**src/rtl/alu_issue_stage_if.sv**
```systemverilog
// Bundle for the ALU issue stage: the decoded instruction from ID, the
// forwarding sources from EX and WB, and the registered op toward the ALU.
//   slave  : the issue stage (consumes in_*/ex_*/wb_*/flush/out_ready,
//            drives in_ready and out_*)
//   master : the environment around it (upstream, bypass network, ALU)
interface alu_issue_stage_if #(
    parameter int XLEN   = 32,
    parameter int REG_AW = 5
) ();
    logic              flush;
    logic              in_valid;
    logic              in_ready;
    logic              in_is_rtype;
    logic [2:0]        in_funct3;
    logic              in_funct7_5;
    logic [REG_AW-1:0] in_rs1;
    logic [REG_AW-1:0] in_rs2;
    logic [REG_AW-1:0] in_rd;
    logic [XLEN-1:0]   in_rs1_data;
    logic [XLEN-1:0]   in_rs2_data;
    logic [XLEN-1:0]   in_imm;
    logic              ex_fwd_valid;
    logic              ex_fwd_is_load;
    logic [REG_AW-1:0] ex_fwd_rd;
    logic [XLEN-1:0]   ex_fwd_data;
    logic              wb_valid;
    logic [REG_AW-1:0] wb_rd;
    logic [XLEN-1:0]   wb_data;
    logic              out_valid;
    logic              out_ready;
    logic [3:0]        out_opcode;
    logic [XLEN-1:0]   out_operand_a;
    logic [XLEN-1:0]   out_operand_b;
    logic [REG_AW-1:0] out_rd;
    logic              out_illegal;

    modport slave (
        input  flush, in_valid, in_is_rtype, in_funct3, in_funct7_5,
               in_rs1, in_rs2, in_rd, in_rs1_data, in_rs2_data, in_imm,
               ex_fwd_valid, ex_fwd_is_load, ex_fwd_rd, ex_fwd_data,
               wb_valid, wb_rd, wb_data, out_ready,
        output in_ready, out_valid, out_opcode, out_operand_a,
               out_operand_b, out_rd, out_illegal
    );

    modport master (
        output flush, in_valid, in_is_rtype, in_funct3, in_funct7_5,
               in_rs1, in_rs2, in_rd, in_rs1_data, in_rs2_data, in_imm,
               ex_fwd_valid, ex_fwd_is_load, ex_fwd_rd, ex_fwd_data,
               wb_valid, wb_rd, wb_data, out_ready,
        input  in_ready, out_valid, out_opcode, out_operand_a,
               out_operand_b, out_rd, out_illegal
    );
endinterface

```
**src/rtl/alu_issue_stage.sv**
```systemverilog
// ID/EX issue stage in front of the ALU.
// Decodes RV32I funct3/funct7 into a 4-bit ALU opcode, picks operand B
// (rs2 or immediate), forwards from EX/WB, stalls on load-use, and
// registers the op behind a valid/ready handshake.
// Ports:
//   clk    - rising-edge clock
//   rst_n  - asynchronous active-low reset
//   bus    - alu_issue_stage_if.slave (instruction in, bypass, op out)
module alu_issue_stage #(
    parameter int XLEN   = 32,
    parameter int REG_AW = 5,
    parameter bit FWD_EN = 1'b1
) (
    input  logic                 clk,
    input  logic                 rst_n,
    alu_issue_stage_if.slave     bus
);

    localparam logic [3:0] OP_ADD = 4'b0000;
    localparam logic [3:0] OP_SUB = 4'b0001;
    localparam logic [3:0] OP_AND = 4'b0010;
    localparam logic [3:0] OP_OR  = 4'b0011;
    localparam logic [3:0] OP_XOR = 4'b0100;
    localparam logic [3:0] OP_SLL = 4'b0101;
    localparam logic [3:0] OP_SRL = 4'b0110;
    localparam logic [3:0] OP_SLT = 4'b0111;
    localparam logic [3:0] OP_ILL = 4'b1111;

    logic              valid_q,   valid_d;
    logic [3:0]        opcode_q,  opcode_d;
    logic [XLEN-1:0]   op_a_q,    op_a_d;
    logic [XLEN-1:0]   op_b_q,    op_b_d;
    logic [REG_AW-1:0] rd_q,      rd_d;
    logic              illegal_q, illegal_d;

    logic [3:0]        dec_opcode;
    logic              dec_illegal;
    logic [XLEN-1:0]   fwd_rs1;
    logic [XLEN-1:0]   fwd_rs2;
    logic              hazard;
    logic              in_ready;
    logic              accept;

    // Unsupported encodings (SRA/SRAI, SLTU, SLL with bit30 set) still flow
    // as valid ops tagged with the illegal opcode; the ALU returns 0 for them.
    always_comb begin
        dec_opcode = OP_ILL;
        case (bus.in_funct3)
            3'b000: dec_opcode = (bus.in_is_rtype && bus.in_funct7_5) ? OP_SUB : OP_ADD;
            3'b111: dec_opcode = OP_AND;
            3'b110: dec_opcode = OP_OR;
            3'b100: dec_opcode = OP_XOR;
            3'b001: dec_opcode = bus.in_funct7_5 ? OP_ILL : OP_SLL;
            3'b101: dec_opcode = bus.in_funct7_5 ? OP_ILL : OP_SRL;
            3'b010: dec_opcode = OP_SLT;
            default: dec_opcode = OP_ILL;
        endcase
        dec_illegal = (dec_opcode == OP_ILL);
    end

    // x0 always reads zero, even if a bypass source claims to write it.
    // A load in EX is never a forwarding source; that case is a stall.
    function automatic logic [XLEN-1:0] forward(input logic [REG_AW-1:0] rs,
                                                input logic [XLEN-1:0]   rf);
        logic [XLEN-1:0] val;
        val = rf;
        if (FWD_EN) begin
            if (rs == '0)
                val = '0;
            else if (bus.ex_fwd_valid && !bus.ex_fwd_is_load && (bus.ex_fwd_rd == rs))
                val = bus.ex_fwd_data;
            else if (bus.wb_valid && (bus.wb_rd == rs))
                val = bus.wb_data;
        end
        return val;
    endfunction

    always_comb begin
        fwd_rs1 = forward(bus.in_rs1, bus.in_rs1_data);
        fwd_rs2 = forward(bus.in_rs2, bus.in_rs2_data);
    end

    // rs2 only matters for R-type; for OP-IMM those bits are immediate.
    always_comb begin
        hazard = FWD_EN && bus.in_valid && bus.ex_fwd_valid && bus.ex_fwd_is_load &&
                 (bus.ex_fwd_rd != '0) &&
                 ((bus.ex_fwd_rd == bus.in_rs1) ||
                  (bus.in_is_rtype && (bus.ex_fwd_rd == bus.in_rs2)));
    end

    // Combinational on in_*; upstream must not derive in_valid from in_ready.
    assign in_ready = rst_n && !bus.flush && !hazard && (!valid_q || bus.out_ready);
    assign accept   = bus.in_valid && in_ready;

    always_comb begin
        valid_d   = valid_q;
        opcode_d  = opcode_q;
        op_a_d    = op_a_q;
        op_b_d    = op_b_q;
        rd_d      = rd_q;
        illegal_d = illegal_q;
        if (bus.flush) begin
            // Data registers keep their contents; only the valid is killed.
            valid_d = 1'b0;
        end else if (accept) begin
            valid_d   = 1'b1;
            opcode_d  = dec_opcode;
            op_a_d    = fwd_rs1;
            op_b_d    = bus.in_is_rtype ? fwd_rs2 : bus.in_imm;
            rd_d      = bus.in_rd;
            illegal_d = dec_illegal;
        end else if (bus.out_ready) begin
            valid_d = 1'b0;
        end
    end

    always_ff @(posedge clk or negedge rst_n) begin
        if (!rst_n) begin
            valid_q   <= 1'b0;
            opcode_q  <= 4'b0000;
            op_a_q    <= '0;
            op_b_q    <= '0;
            rd_q      <= '0;
            illegal_q <= 1'b0;
        end else begin
            valid_q   <= valid_d;
            opcode_q  <= opcode_d;
            op_a_q    <= op_a_d;
            op_b_q    <= op_b_d;
            rd_q      <= rd_d;
            illegal_q <= illegal_d;
        end
    end

    assign bus.in_ready      = in_ready;
    assign bus.out_valid     = valid_q;
    assign bus.out_opcode    = opcode_q;
    assign bus.out_operand_a = op_a_q;
    assign bus.out_operand_b = op_b_q;
    assign bus.out_rd        = rd_q;
    assign bus.out_illegal   = illegal_q;

endmodule

```
**src/flat_wrapper.sv**
```systemverilog
// flat-port wrapper written by rule: the top's interface ports become plain ports
module alu_issue_stage_flat 
#(
    parameter int XLEN   = 32,
    parameter int REG_AW = 5,
    parameter bit FWD_EN = 1'b1
)
  (clk, rst_n, bus_flush, bus_in_valid, bus_in_is_rtype, bus_in_funct3, bus_in_funct7_5, bus_in_rs1, bus_in_rs2, bus_in_rd, bus_in_rs1_data, bus_in_rs2_data, bus_in_imm, bus_ex_fwd_valid, bus_ex_fwd_is_load, bus_ex_fwd_rd, bus_ex_fwd_data, bus_wb_valid, bus_wb_rd, bus_wb_data, bus_out_ready, bus_in_ready, bus_out_valid, bus_out_opcode, bus_out_operand_a, bus_out_operand_b, bus_out_rd, bus_out_illegal);
  alu_issue_stage_if #(.XLEN(XLEN), .REG_AW(REG_AW)) bus_i ();
  input  logic clk;
  input  logic rst_n;
  input wire logic [$bits(bus_i.flush)-1:0] bus_flush;
  input wire logic [$bits(bus_i.in_valid)-1:0] bus_in_valid;
  input wire logic [$bits(bus_i.in_is_rtype)-1:0] bus_in_is_rtype;
  input wire logic [$bits(bus_i.in_funct3)-1:0] bus_in_funct3;
  input wire logic [$bits(bus_i.in_funct7_5)-1:0] bus_in_funct7_5;
  input wire logic [$bits(bus_i.in_rs1)-1:0] bus_in_rs1;
  input wire logic [$bits(bus_i.in_rs2)-1:0] bus_in_rs2;
  input wire logic [$bits(bus_i.in_rd)-1:0] bus_in_rd;
  input wire logic [$bits(bus_i.in_rs1_data)-1:0] bus_in_rs1_data;
  input wire logic [$bits(bus_i.in_rs2_data)-1:0] bus_in_rs2_data;
  input wire logic [$bits(bus_i.in_imm)-1:0] bus_in_imm;
  input wire logic [$bits(bus_i.ex_fwd_valid)-1:0] bus_ex_fwd_valid;
  input wire logic [$bits(bus_i.ex_fwd_is_load)-1:0] bus_ex_fwd_is_load;
  input wire logic [$bits(bus_i.ex_fwd_rd)-1:0] bus_ex_fwd_rd;
  input wire logic [$bits(bus_i.ex_fwd_data)-1:0] bus_ex_fwd_data;
  input wire logic [$bits(bus_i.wb_valid)-1:0] bus_wb_valid;
  input wire logic [$bits(bus_i.wb_rd)-1:0] bus_wb_rd;
  input wire logic [$bits(bus_i.wb_data)-1:0] bus_wb_data;
  input wire logic [$bits(bus_i.out_ready)-1:0] bus_out_ready;
  output wire logic [$bits(bus_i.in_ready)-1:0] bus_in_ready;
  output wire logic [$bits(bus_i.out_valid)-1:0] bus_out_valid;
  output wire logic [$bits(bus_i.out_opcode)-1:0] bus_out_opcode;
  output wire logic [$bits(bus_i.out_operand_a)-1:0] bus_out_operand_a;
  output wire logic [$bits(bus_i.out_operand_b)-1:0] bus_out_operand_b;
  output wire logic [$bits(bus_i.out_rd)-1:0] bus_out_rd;
  output wire logic [$bits(bus_i.out_illegal)-1:0] bus_out_illegal;
  assign bus_i.flush = bus_flush;
  assign bus_i.in_valid = bus_in_valid;
  assign bus_i.in_is_rtype = bus_in_is_rtype;
  assign bus_i.in_funct3 = bus_in_funct3;
  assign bus_i.in_funct7_5 = bus_in_funct7_5;
  assign bus_i.in_rs1 = bus_in_rs1;
  assign bus_i.in_rs2 = bus_in_rs2;
  assign bus_i.in_rd = bus_in_rd;
  assign bus_i.in_rs1_data = bus_in_rs1_data;
  assign bus_i.in_rs2_data = bus_in_rs2_data;
  assign bus_i.in_imm = bus_in_imm;
  assign bus_i.ex_fwd_valid = bus_ex_fwd_valid;
  assign bus_i.ex_fwd_is_load = bus_ex_fwd_is_load;
  assign bus_i.ex_fwd_rd = bus_ex_fwd_rd;
  assign bus_i.ex_fwd_data = bus_ex_fwd_data;
  assign bus_i.wb_valid = bus_wb_valid;
  assign bus_i.wb_rd = bus_wb_rd;
  assign bus_i.wb_data = bus_wb_data;
  assign bus_i.out_ready = bus_out_ready;
  assign bus_in_ready = bus_i.in_ready;
  assign bus_out_valid = bus_i.out_valid;
  assign bus_out_opcode = bus_i.out_opcode;
  assign bus_out_operand_a = bus_i.out_operand_a;
  assign bus_out_operand_b = bus_i.out_operand_b;
  assign bus_out_rd = bus_i.out_rd;
  assign bus_out_illegal = bus_i.out_illegal;
  alu_issue_stage #(.XLEN(XLEN), .REG_AW(REG_AW), .FWD_EN(FWD_EN)) u_core (.clk(clk), .rst_n(rst_n), .bus(bus_i));
endmodule
```
**config.mk**
```make
export PLATFORM = sky130hd
export DESIGN_NAME = alu_issue_stage_flat
export DESIGN_NICKNAME = d
export VERILOG_FILES = /design/src/rtl/alu_issue_stage_if.sv /design/src/rtl/alu_issue_stage.sv /design/src/flat_wrapper.sv
export SDC_FILE = /design/constraint.sdc
export NUM_CORES = 1
export LEC_CHECK = 0
export ABC_AREA = 0
export BUFFER_PORTS_ARGS = -buffer_cell sky130_fd_sc_hd__buf_4
export CORE_MARGIN = 4
export CORE_UTILIZATION = 25
export DETAILED_ROUTE_END_ITERATION = 6
export HOLD_SLACK_MARGIN = 0.02
export PLACE_DENSITY = 0.57
export SLEW_MARGIN = 20
export SYNTH_ARGS = -nofsm -noshare
export SYNTH_HDL_FRONTEND = slang
export SYNTH_SLANG_ARGS = --single-unit
```
**constraint.sdc**
```tcl
create_clock -name clk -period 6.75 [get_ports clk]
set_clock_uncertainty 0.2 [all_clocks]
set_input_delay 2.025 -clock clk [delete_from_list [all_inputs] [get_ports clk]]
set_output_delay 2.025 -clock clk [all_outputs]
set_load 0.03 [all_outputs]
```
==> results of run 1 <==
## how the worst max path moves through the flow
stage | endpoint | depth (start not counted)
after detailed placement | bus_in_ready | 7
after floorplan | bus_in_ready | 4
after global placement | bus_in_ready | 7
after CTS | bus_in_ready | 7
after global routing | bus_in_ready | 7
final | bus_in_ready | 7
## layout make-up
cell class | instances | area (sq um)
Clock buffer | 12 | 256
Clock inverter | 4 | 72.6
Fill cell | 2087 | 12400
Inverter | 38 | 143
Multi-Input combinational cell | 368 | 2910
Sequential cell | 75 | 1880
Tap cell | 270 | 338
Timing Repair Buffer | 288 | 2180
## layout by cell type, fill, tap and decap left out, types with 4 or more instances in the layout
cell / count
inv_1: 38
dfrtp_1: 75
a221oi_2: 29
a21oi_1: 34
mux2i_1: 33
mux2_2: 35
o32ai_1: 31
nor2_1: 66
nand3_1: 4
xnor2_1: 4
o21ai_0: 7
nand2_1: 5
nor2b_1: 7
a22o_1: 32
and2_1: 31
buf_4: 287
nand2b_1: 7
clkbuf_16: 9
nor3_1: 5
xor2_1: 8
## stage by stage
step           utilization, %  std cells  worst slack, ps  hold WS, ps  instance area, sq um
3_3_place_gp             36.8       1038             1120          270                  7420
2_1_floorplan               -        526             1250          470                  5120
6_report                 38.6       1055             1090          291                  7780
4_1_cts                  38.4       1054             1060          296                  7750
3_5_place_dp             36.8       1038             1070          272                  7420
5_1_grt                  38.6       1055              928          321                  7780
## routing by layer
| metal | up-vias | GRT usage (%) |
|---|---|---|
| met5 | - | 0 |
| met3 | 37 | 6.43 |
| li1 | 2446 | - |
| met1 | 2439 | 22.1 |
| met4 | 4 | 4.40 |
| met2 | 230 | 30.1 |
## flip-flops by register name, indices dropped and copies added, names as in the netlist
| name | cells |
|---|---|
| u_core.bus.out_operand_a | 32 |
| u_core.bus.out_illegal | 1 |
| u_core.bus.out_valid | 1 |
| u_core.bus.out_operand_b | 32 |
| u_core.bus.out_rd | 5 |
| u_core.bus.out_opcode | 4 |
## critical path: cells and delay by family
kind	cells	cell delay [ps]
AO/OA/AOI/OAI	2	740
AND/OR/NAND/NOR	3	370
buffers and inverters	2	310
## cell families (layout without fill, tap and decap cells)
| logic type | Yosys count | after routing | synth area share [%] |
|---|---|---|---|
| compound gates | 147 | 147 | 26.0 |
| buf+inv | 83 | 342 | 7.20 |
| xor+xnor | 12 | 12 | 2.05 |
| flops | 75 | 75 | 36.6 |
| simple gates | 138 | 138 | 13.3 |
| mux | 71 | 71 | 14.8 |
## where the power goes
group	switching (mW)	internal (mW)	total [mW]
registers	0.0505	0.543	0.594
clock network	0.200	0.344	0.544
logic	0.382	0.316	0.698
total	0.633	1.20	1.84
==> summary.md, run 1 <==
| Metric | Value |
|---|---|
| Status | `finished, final reports clean` |
| Cell Area, Synth | `0.00512 sq mm` |
| Post-synthesis sequential area ratio | `36.6%` |
| Worst EP arrival | `3440 ps` |
| Hold Path Sink | `u_core.bus.out_illegal$_DFFE_PN0P_` |
| Hold_buf cts | `0` |
| WP data required | `4530 ps` |
| TritonCTS clock tree | `built` |
| Largest net degree at the start of global routing | `65` |
| Crit. End Element | `primary output` |
| CTS H-tree lvls | `3` |
| Synth warn | `0` |
| CP max FO | `6` |
| ANT cells | `0` |
| Period utilisation layout | `83.9%` |
| Post-synth top cells | `75 x dfrtp_1, 66 x nor2_1, 38 x inv_1, 35 x mux2_2, 34 x a21oi_1` |
| Vias in the first global route | `5,458` |
| Worst R2R Setup Slack | `4280 ps` |
| Fin Setup TNS | `0 ps` |
| # setup viols final | `0` |
| Met1 Wirelength | `8500 um` |
| Port bufs | `273` |
| Die W | `151 um` |
| Cell count after synthesis | `526` |
| Top cells by area, synth | `dfrtp_1 37%, a221oi_2 8.5%, mux2_2 7.7%, mux2i_1 6.4%, a22o_1 5.5%` |
| Critical Path Max Stage Delay | `430 ps` |
| Net Count, Synth | `724` |
| Layout area overhead | `51.8%` |
| Hold crit path type | `reg -> reg` |
| Synth area leader | `dfrtp_1` |
| Min cycle time layout | `5660 ps` |
| Worst IR Drop VDD | `0.000130 V` |
| Register bit total from synthesis | `75` |
| Worst hold path depth | `1` |
| CP Class | `in -> out` |
| Total track usage | `18.0%` |
| Post-CTS resize count | `0` |
| Layout cell share with drive strength beyond 1 | `48.0%` |
| Clock Pin Slew Worst Setup and Hold Paths | `60 ps` |
| Final wirelength | `21,000 um` |
| Met2 routed WL | `9950 um` |
| HPWL Detailed | `15,300 um` |
| Max Root-Sink Buffers | `2` |
| Most used DFF post-synth | `dfrtp_1` |
| Top-count cell post-synth | `dfrtp_1` |
| Cells along the critical path | `buf_4 > nor2b_1 > a2111oi_2 > nand3_1 > a21oi_2 > nor2b_1 > buf_4` |
| Clk_lat worst skew | `340 ps` |
| Slew margin rel. | `50.8%` |
| Fraction of registers with async set/reset | `100%` |
| GP Congestion | `0.819` |
| Post-CTS Setup Inserts | `0` |
| Pwr dens | `236 mW/mm^2` |
| Final net count | `978` |
| Initial antenna violation count | `2` |
| Std-Cell Rows | `52` |
| Core Area | `0.0202 sq mm` |
| Post-synth EDFFs | `0` |
| Vias | `5,156` |
| Root buf cell | `clkbuf_16` |
| Antenna Violating Nets Remaining | `0` |
| Final hold vios | `0` |
| Initial DRC count | `177` |
| Grt total ovfl | `0` |
| First-pass GRT wire length | `31,200 um` |
| Crit path launch | `bus_ex_fwd_rd[0]` |
| Final Slew Violations | `0` |
| Synth unique cells | `41` |
| # DRC | `0` |
| DRT Pass-1 Iters | `4` |
| TritonCTS Buffers | `9` |
| WL per Instance | `19.9 um` |
| Crit path max-delay cell type | `a2111oi_2` |
| Max Clk Rate | `177 MHz` |
| Avg Vias per Cell | `4.89` |
| Startpoint types | `input pin` |
| Clock Sink Count | `75` |
| Max-Cap Viols | `0` |
| # IOs | `274` |
| RSZ-0062 raised after global routing | `no` |
| FF-to-FF Start | `u_core.bus.out_valid$_DFFE_PN0P_` |
| Lkg Pwr | `3.60 nW` |
| Syn avg cell area | `9.74 sq um` |
| Top cell type's share of synthesized area | `36.6%` |
| Highest Signal Layer | `met5` |
| Slew @ Worst Pin | `739 ps` |
| Die ar. | `0.0229 sq mm` |
| Reg2Reg Depth | `6` |
| Worst r2r dst | `u_core.bus.out_operand_b[7]$_DFFE_PN0P_` |
| Die Height | `151 um` |
| HP Start | `u_core.bus.out_illegal$_DFFE_PN0P_` |
| Met3 wire len | `2170 um` |
| Starting Density | `25.4%` |
| Total chip power | `1.84 mW` |
No activity file was read; power rests on OpenSTA's default activity.
==> run 2: changes to the inputs <==
==> constraint.sdc (replaced) <==
create_clock -name clk -period 5.41 [get_ports clk]
set_clock_uncertainty 0.2 [all_clocks]
set_input_delay 1.623 -clock clk [delete_from_list [all_inputs] [get_ports clk]]
set_output_delay 1.623 -clock clk [all_outputs]
set_load 0.03 [all_outputs]
==> summary.md, run 2 (synthesis gave the netlist of run 1 again) <==
| Metric | Value |
|---|---|
| Status | `finished, final reports clean` |
| HP Start | `u_core.bus.out_illegal$_DFFE_PN0P_` |
| Worst R2R Setup Slack | `3070 ps` |
| Worst r2r dst | `u_core.bus.out_operand_b[9]$_DFFE_PN0P_` |
| Clk_lat worst skew | `340 ps` |
| WL per Instance | `20.1 um` |
| Final net count | `980` |
| TritonCTS clock tree | `built` |
| Layout cell share with drive strength beyond 1 | `48.1%` |
| GR Util met1 | `22.7%` |
| Slew margin rel. | `51.1%` |
| Std-Cell Rows | `52` |
| # DRC | `0` |
| Final wirelength | `21,200 um` |
| Die Height | `151 um` |
| Final hold vios | `0` |
| CTS H-tree lvls | `3` |
| Crit path to | `bus_in_ready` |
| Busiest layer in global routing | `met2` |
| Layout area overhead | `51.7%` |
| Fill count | `2,095` |
| Post-CTS Setup Inserts | `0` |
| Clock Pin Slew Worst Setup and Hold Paths | `60 ps` |
| Met2 Usage GRT | `29.5%` |
| Starting Density | `25.4%` |
| Antenna Violating Nets Remaining | `0` |
| Avg Vias per Cell | `4.85` |
| Initial antenna violation count | `0` |
| CP max FO | `6` |
| WP data required | `3590 ps` |
| Finished Cell Area | `0.00778 sq mm` |
| Reg2Reg Depth | `6` |
| CP Class | `in -> out` |
| Placed Instance Area | `0.00746 sq mm` |
| Die W | `151 um` |
| Pwr dens | `294 mW/mm^2` |
| Worst IR Drop VDD | `0.000148 V` |
| Max-Cap Viols | `0` |
| Clock Sink Count | `75` |
| GP Congestion | `0.853` |
| Port bufs | `273` |
| Hold crit path type | `reg -> reg` |
| DRT Pass-1 Iters | `7` |
| Die ar. | `0.0229 sq mm` |
| Grt total ovfl | `0` |
| Lkg Pwr | `3.60 nW` |
| Vias | `5,118` |
| First-pass GRT wire length | `31,100 um` |
| Fin Setup TNS | `0 ps` |
| # IOs | `274` |
| Most frequent cells in the layout | `289 x buf_4, 75 x dfrtp_1, 66 x nor2_1, 38 x inv_1, 35 x mux2_2` |
| Most common cell after layout, fill and taps aside | `buf_4` |
| Period utilisation layout | `89.1%` |
| Root buf cell | `clkbuf_16` |
| Startpoint types | `input pin` |
| Final Slew Violations | `0` |
| Vias in the first global route | `5,434` |
| # setup viols final | `0` |
| ANT cells | `0` |
| RSZ-0062 raised after global routing | `no` |
| Worst EP arrival | `3000 ps` |
| Total chip power | `2.28 mW` |
| GR Util met3 | `5.03%` |
| Crit path launch | `bus_ex_fwd_rd[0]` |
| Initial DRC count | `188` |
| TritonCTS Buffers | `9` |
| FF-to-FF Start | `u_core.bus.out_valid$_DFFE_PN0P_` |
| Core Area | `0.0202 sq mm` |
| Min cycle time layout | `4820 ps` |
| Hold_buf cts | `0` |
| Post-CTS resize count | `0` |
| Total track usage | `17.9%` |
| Largest net degree at the start of global routing | `65` |
| Slew @ Worst Pin | `733 ps` |
| Max Root-Sink Buffers | `2` |
| Max Clk Rate | `208 MHz` |
| HPWL Detailed | `15,400 um` |
| Crit. End Element | `primary output` |
==> run 2: cell count changes in the layout (fill, tap and decap cells not counted) <==
cell	delta
clkbuf_8	-1
clkinv_2	-1
buf_4	+2
buf_12	+1
buf_16	-1
clkinvlp_4	+1
==> run 2: metrics by stage <==
step	hold slack, ps	setup WS [ps]	util (%)	instances
after floorplan	470	718	-	526
after global placement	269	600	37.0	1041
after detailed placement	271	565	37.0	1041
after CTS	296	561	38.6	1056
after global routing	317	375	38.6	1056
final	295	592	38.6	1056
==> run 2: critical path: stages <==
cell and delay, ps:
buf_4 130, nor2b_1 130, a2111oi_2 400, nand3_1 150, a21oi_2 300, nor2b_1 80, buf_4 180
==> run 2: worst min-delay path by stage <==
stage,end,slack [ps],cells after the start
after global routing,u_core.bus.out_rd[2]$_DFFE_PN0P_,320,1
after floorplan,u_core.bus.out_illegal$_DFFE_PN0P_,470,1
final,u_core.bus.out_illegal$_DFFE_PN0P_,290,1
after CTS,u_core.bus.out_opcode[3]$_DFFE_PN0P_,300,1
after global placement,u_core.bus.out_illegal$_DFFE_PN0P_,270,1
after detailed placement,u_core.bus.out_opcode[3]$_DFFE_PN0P_,270,1
==> run 2: cell type report <==
type	instances	area, sq um	share of cell area (%)
tap	270	338	4.34
multi-input combinational	368	2910	37.4
timing repair buffer	290	2190	28.2
clock buffer	11	243	3.12
inverter	38	143	1.83
clock inverter	4	75.1	0.965
sequential	75	1880	24.1
==> run 2: metal layers <==
layer,vias to the layer above,wire (um),part of all wire [%]
met5,-,0,0
met4,0,357,1.7
met3,30,1850,8.7
met2,205,9940,47
met1,2438,9060,43
li1,2445,-,-
==> run 2: where the power goes <==
group	switching, mW	internal (mW)	leakage (nW)
registers	0.0652	0.678	0.922
logic	0.478	0.394	2.53
clock network	0.255	0.415	0.148
total	0.799	1.49	3.60
==> run 3: changes to the inputs <==
--- a/config.mk
+++ b/config.mk
@@ -8,10 +8,10 @@
 export ABC_AREA = 0
 export BUFFER_PORTS_ARGS = -buffer_cell sky130_fd_sc_hd__buf_4
 export CORE_MARGIN = 4
-export CORE_UTILIZATION = 25
+export CORE_UTILIZATION = 41
 export DETAILED_ROUTE_END_ITERATION = 6
 export HOLD_SLACK_MARGIN = 0.02
-export PLACE_DENSITY = 0.57
+export PLACE_DENSITY = 0.84
 export SLEW_MARGIN = 20
 export SYNTH_ARGS = -nofsm -noshare
 export SYNTH_HDL_FRONTEND = slang
==> constraint.sdc (replaced) <==
create_clock -name clk -period 4 [get_ports clk]
set_clock_uncertainty 0.2 [all_clocks]
set_input_delay 1.2 -clock clk [delete_from_list [all_inputs] [get_ports clk]]
set_output_delay 1.2 -clock clk [all_outputs]
set_load 0.03 [all_outputs]
==> summary.md, run 3 (synthesis gave the netlist of run 1 again) <==
| Metric | Value |
|---|---|
| Busiest layer in global routing | `met2` |
| Post-CTS resize count | `0` |
| Layout area overhead | `51.1%` |
| Post-route insts no fill | `961` |
| Final Slew Violations | `0` |
| Hold crit path type | `reg -> reg` |
| Initial DRC count | `315` |
| DRT Pass-1 Iters | `5` |
| TritonCTS clock tree | `built` |
| HP Start | `u_core.bus.out_opcode[3]$_DFFE_PN0P_` |
| Most common cell after layout, fill and taps aside | `buf_4` |
| Final hold vios | `0` |
| Post-CTS Setup Inserts | `0` |
| FF-to-FF Start | `u_core.bus.out_valid$_DFFE_PN0P_` |
| Reg2Reg Depth | `6` |
| Final wirelength | `19,200 um` |
| # IOs | `274` |
| Largest net degree at the start of global routing | `42` |
| # DRC | `0` |
| Period utilisation layout | `95.4%` |
| GP Congestion | `0.885` |
| Worst IR Drop VDD | `0.000208 V` |
| Initial antenna violation count | `0` |
| Worst r2r dst | `u_core.bus.out_rd[1]$_DFFE_PN0P_` |
| Min cycle time layout | `3820 ps` |
| # setup viols final | `0` |
| Grt total ovfl | `0` |
| Fin Setup TNS | `0 ps` |
| RSZ-0062 raised after global routing | `no` |
| Worst EP arrival | `2420 ps` |
| Status | `finished, final reports clean` |
| Clock Pin Slew Worst Setup and Hold Paths | `60 ps` |
| Fill count | `999` |
| Max Clk Rate | `262 MHz` |
| Clock Sink Count | `75` |
| Root buf cell | `clkbuf_16` |
| Die ar. | `0.0144 sq mm` |
| Most frequent cells in the layout | `293 x buf_4, 75 x dfrtp_1, 66 x nor2_1, 38 x inv_1, 35 x mux2_2` |
| Std-Cell Rows | `40` |
| Vias in the first global route | `5,807` |
| Worst R2R Setup Slack | `2050 ps` |
| Layout cell share with drive strength beyond 1 | `48.5%` |
| Hold_buf cts | `0` |
| Final net count | `986` |
| CP Class | `in -> out` |
| Lkg Pwr | `3.65 nW` |
| Avg Vias per Cell | `5.54` |
| CTS H-tree lvls | `3` |
| Finished Cell Area | `0.00774 sq mm` |
| Total chip power | `3.13 mW` |
| Pwr dens | `404 mW/mm^2` |
| Clk_lat worst skew | `330 ps` |
| Port bufs | `273` |
| Core Area | `0.0121 sq mm` |
| CP max FO | `4` |
| Startpoint types | `input pin` |
| Crit path to | `bus_in_ready` |
| Fin util | `63.9%` |
| Max Root-Sink Buffers | `2` |
| Slew @ Worst Pin | `621 ps` |
| WP data required | `2600 ps` |
| Total track usage | `25.9%` |
| Met2 Usage GRT | `44.8%` |
| Antenna Violating Nets Remaining | `0` |
| Crit. End Element | `primary output` |
| Die W | `120 um` |
| Vias | `5,321` |
| GR Util met3 | `8.29%` |
| Max-Cap Viols | `0` |
| Starting Density | `42.3%` |
| Crit path launch | `bus_ex_fwd_rd[0]` |
| Slew margin rel. | `58.5%` |
| Placed Instance Area | `0.00740 sq mm` |
| First-pass GRT wire length | `29,700 um` |
| Dpl cells | `945` |
| WL per Instance | `19.9 um` |
| Die Height | `120 um` |
| HPWL Detailed | `14,600 um` |
| TritonCTS Buffers | `9` |
| ANT cells | `0` |
| GR Util met1 | `29.7%` |
run 3: cell count changes in the layout (fill, tap and decap cells not counted), sizes merged:
cell and change:
buf +6, bufinv +1, clkbuf -1, clkinv +1
run 3: power by group:
part	switching, mW	internal, mW
registers	0.0943	0.917
logic	0.645	0.538
clock network	0.327	0.611
total	1.07	2.07
run 3: layout make-up:
type                    instances  area, sq um  area share, %
multi-input cells             368         2910           37.6
clock inverters                 6          114           1.47
flip-flops and latches         75         1880           24.2
repair buffers                296         2260           29.2
well taps                     168          210           2.71
clock buffers                  10          229           2.96
inverters                      38          143           1.84
run 3: through the flow:
step	setup WS [ps]	hold slack, ps
after floorplan	154	470
after global placement	165	268
after detailed placement	174	270
after CTS	170	283
after global routing	24.9	306
final	183	281
run 3: how the worst min path moves through the flow:
stage                                            to  slack, ps  cells past startpoint
2_1_floorplan    u_core.bus.out_illegal$_DFFE_PN0P_        470                      1
3_3_place_gp     u_core.bus.out_illegal$_DFFE_PN0P_        270                      1
5_1_grt        u_core.bus.out_opcode[3]$_DFFE_PN0P_        310                      1
4_1_cts        u_core.bus.out_opcode[3]$_DFFE_PN0P_        280                      1
6_report       u_core.bus.out_opcode[3]$_DFFE_PN0P_        280                      1
3_5_place_dp   u_core.bus.out_opcode[3]$_DFFE_PN0P_        270                      1
run 3: layer usage:
metal  routed length [um]  part of all wire [%]
met2                 9550                    50
met5                    0                     0
met3                 1910                    10
met4                  467                   2.4
met1                 7220                    38
run 3: worst max-delay path, cell delays in order:
cell,delay (ps)
buf_4,130
nor2b_1,130
a2111oi_2,410
nand3_1,150
a21oi_2,180
nor2b_1,60
buf_4,160
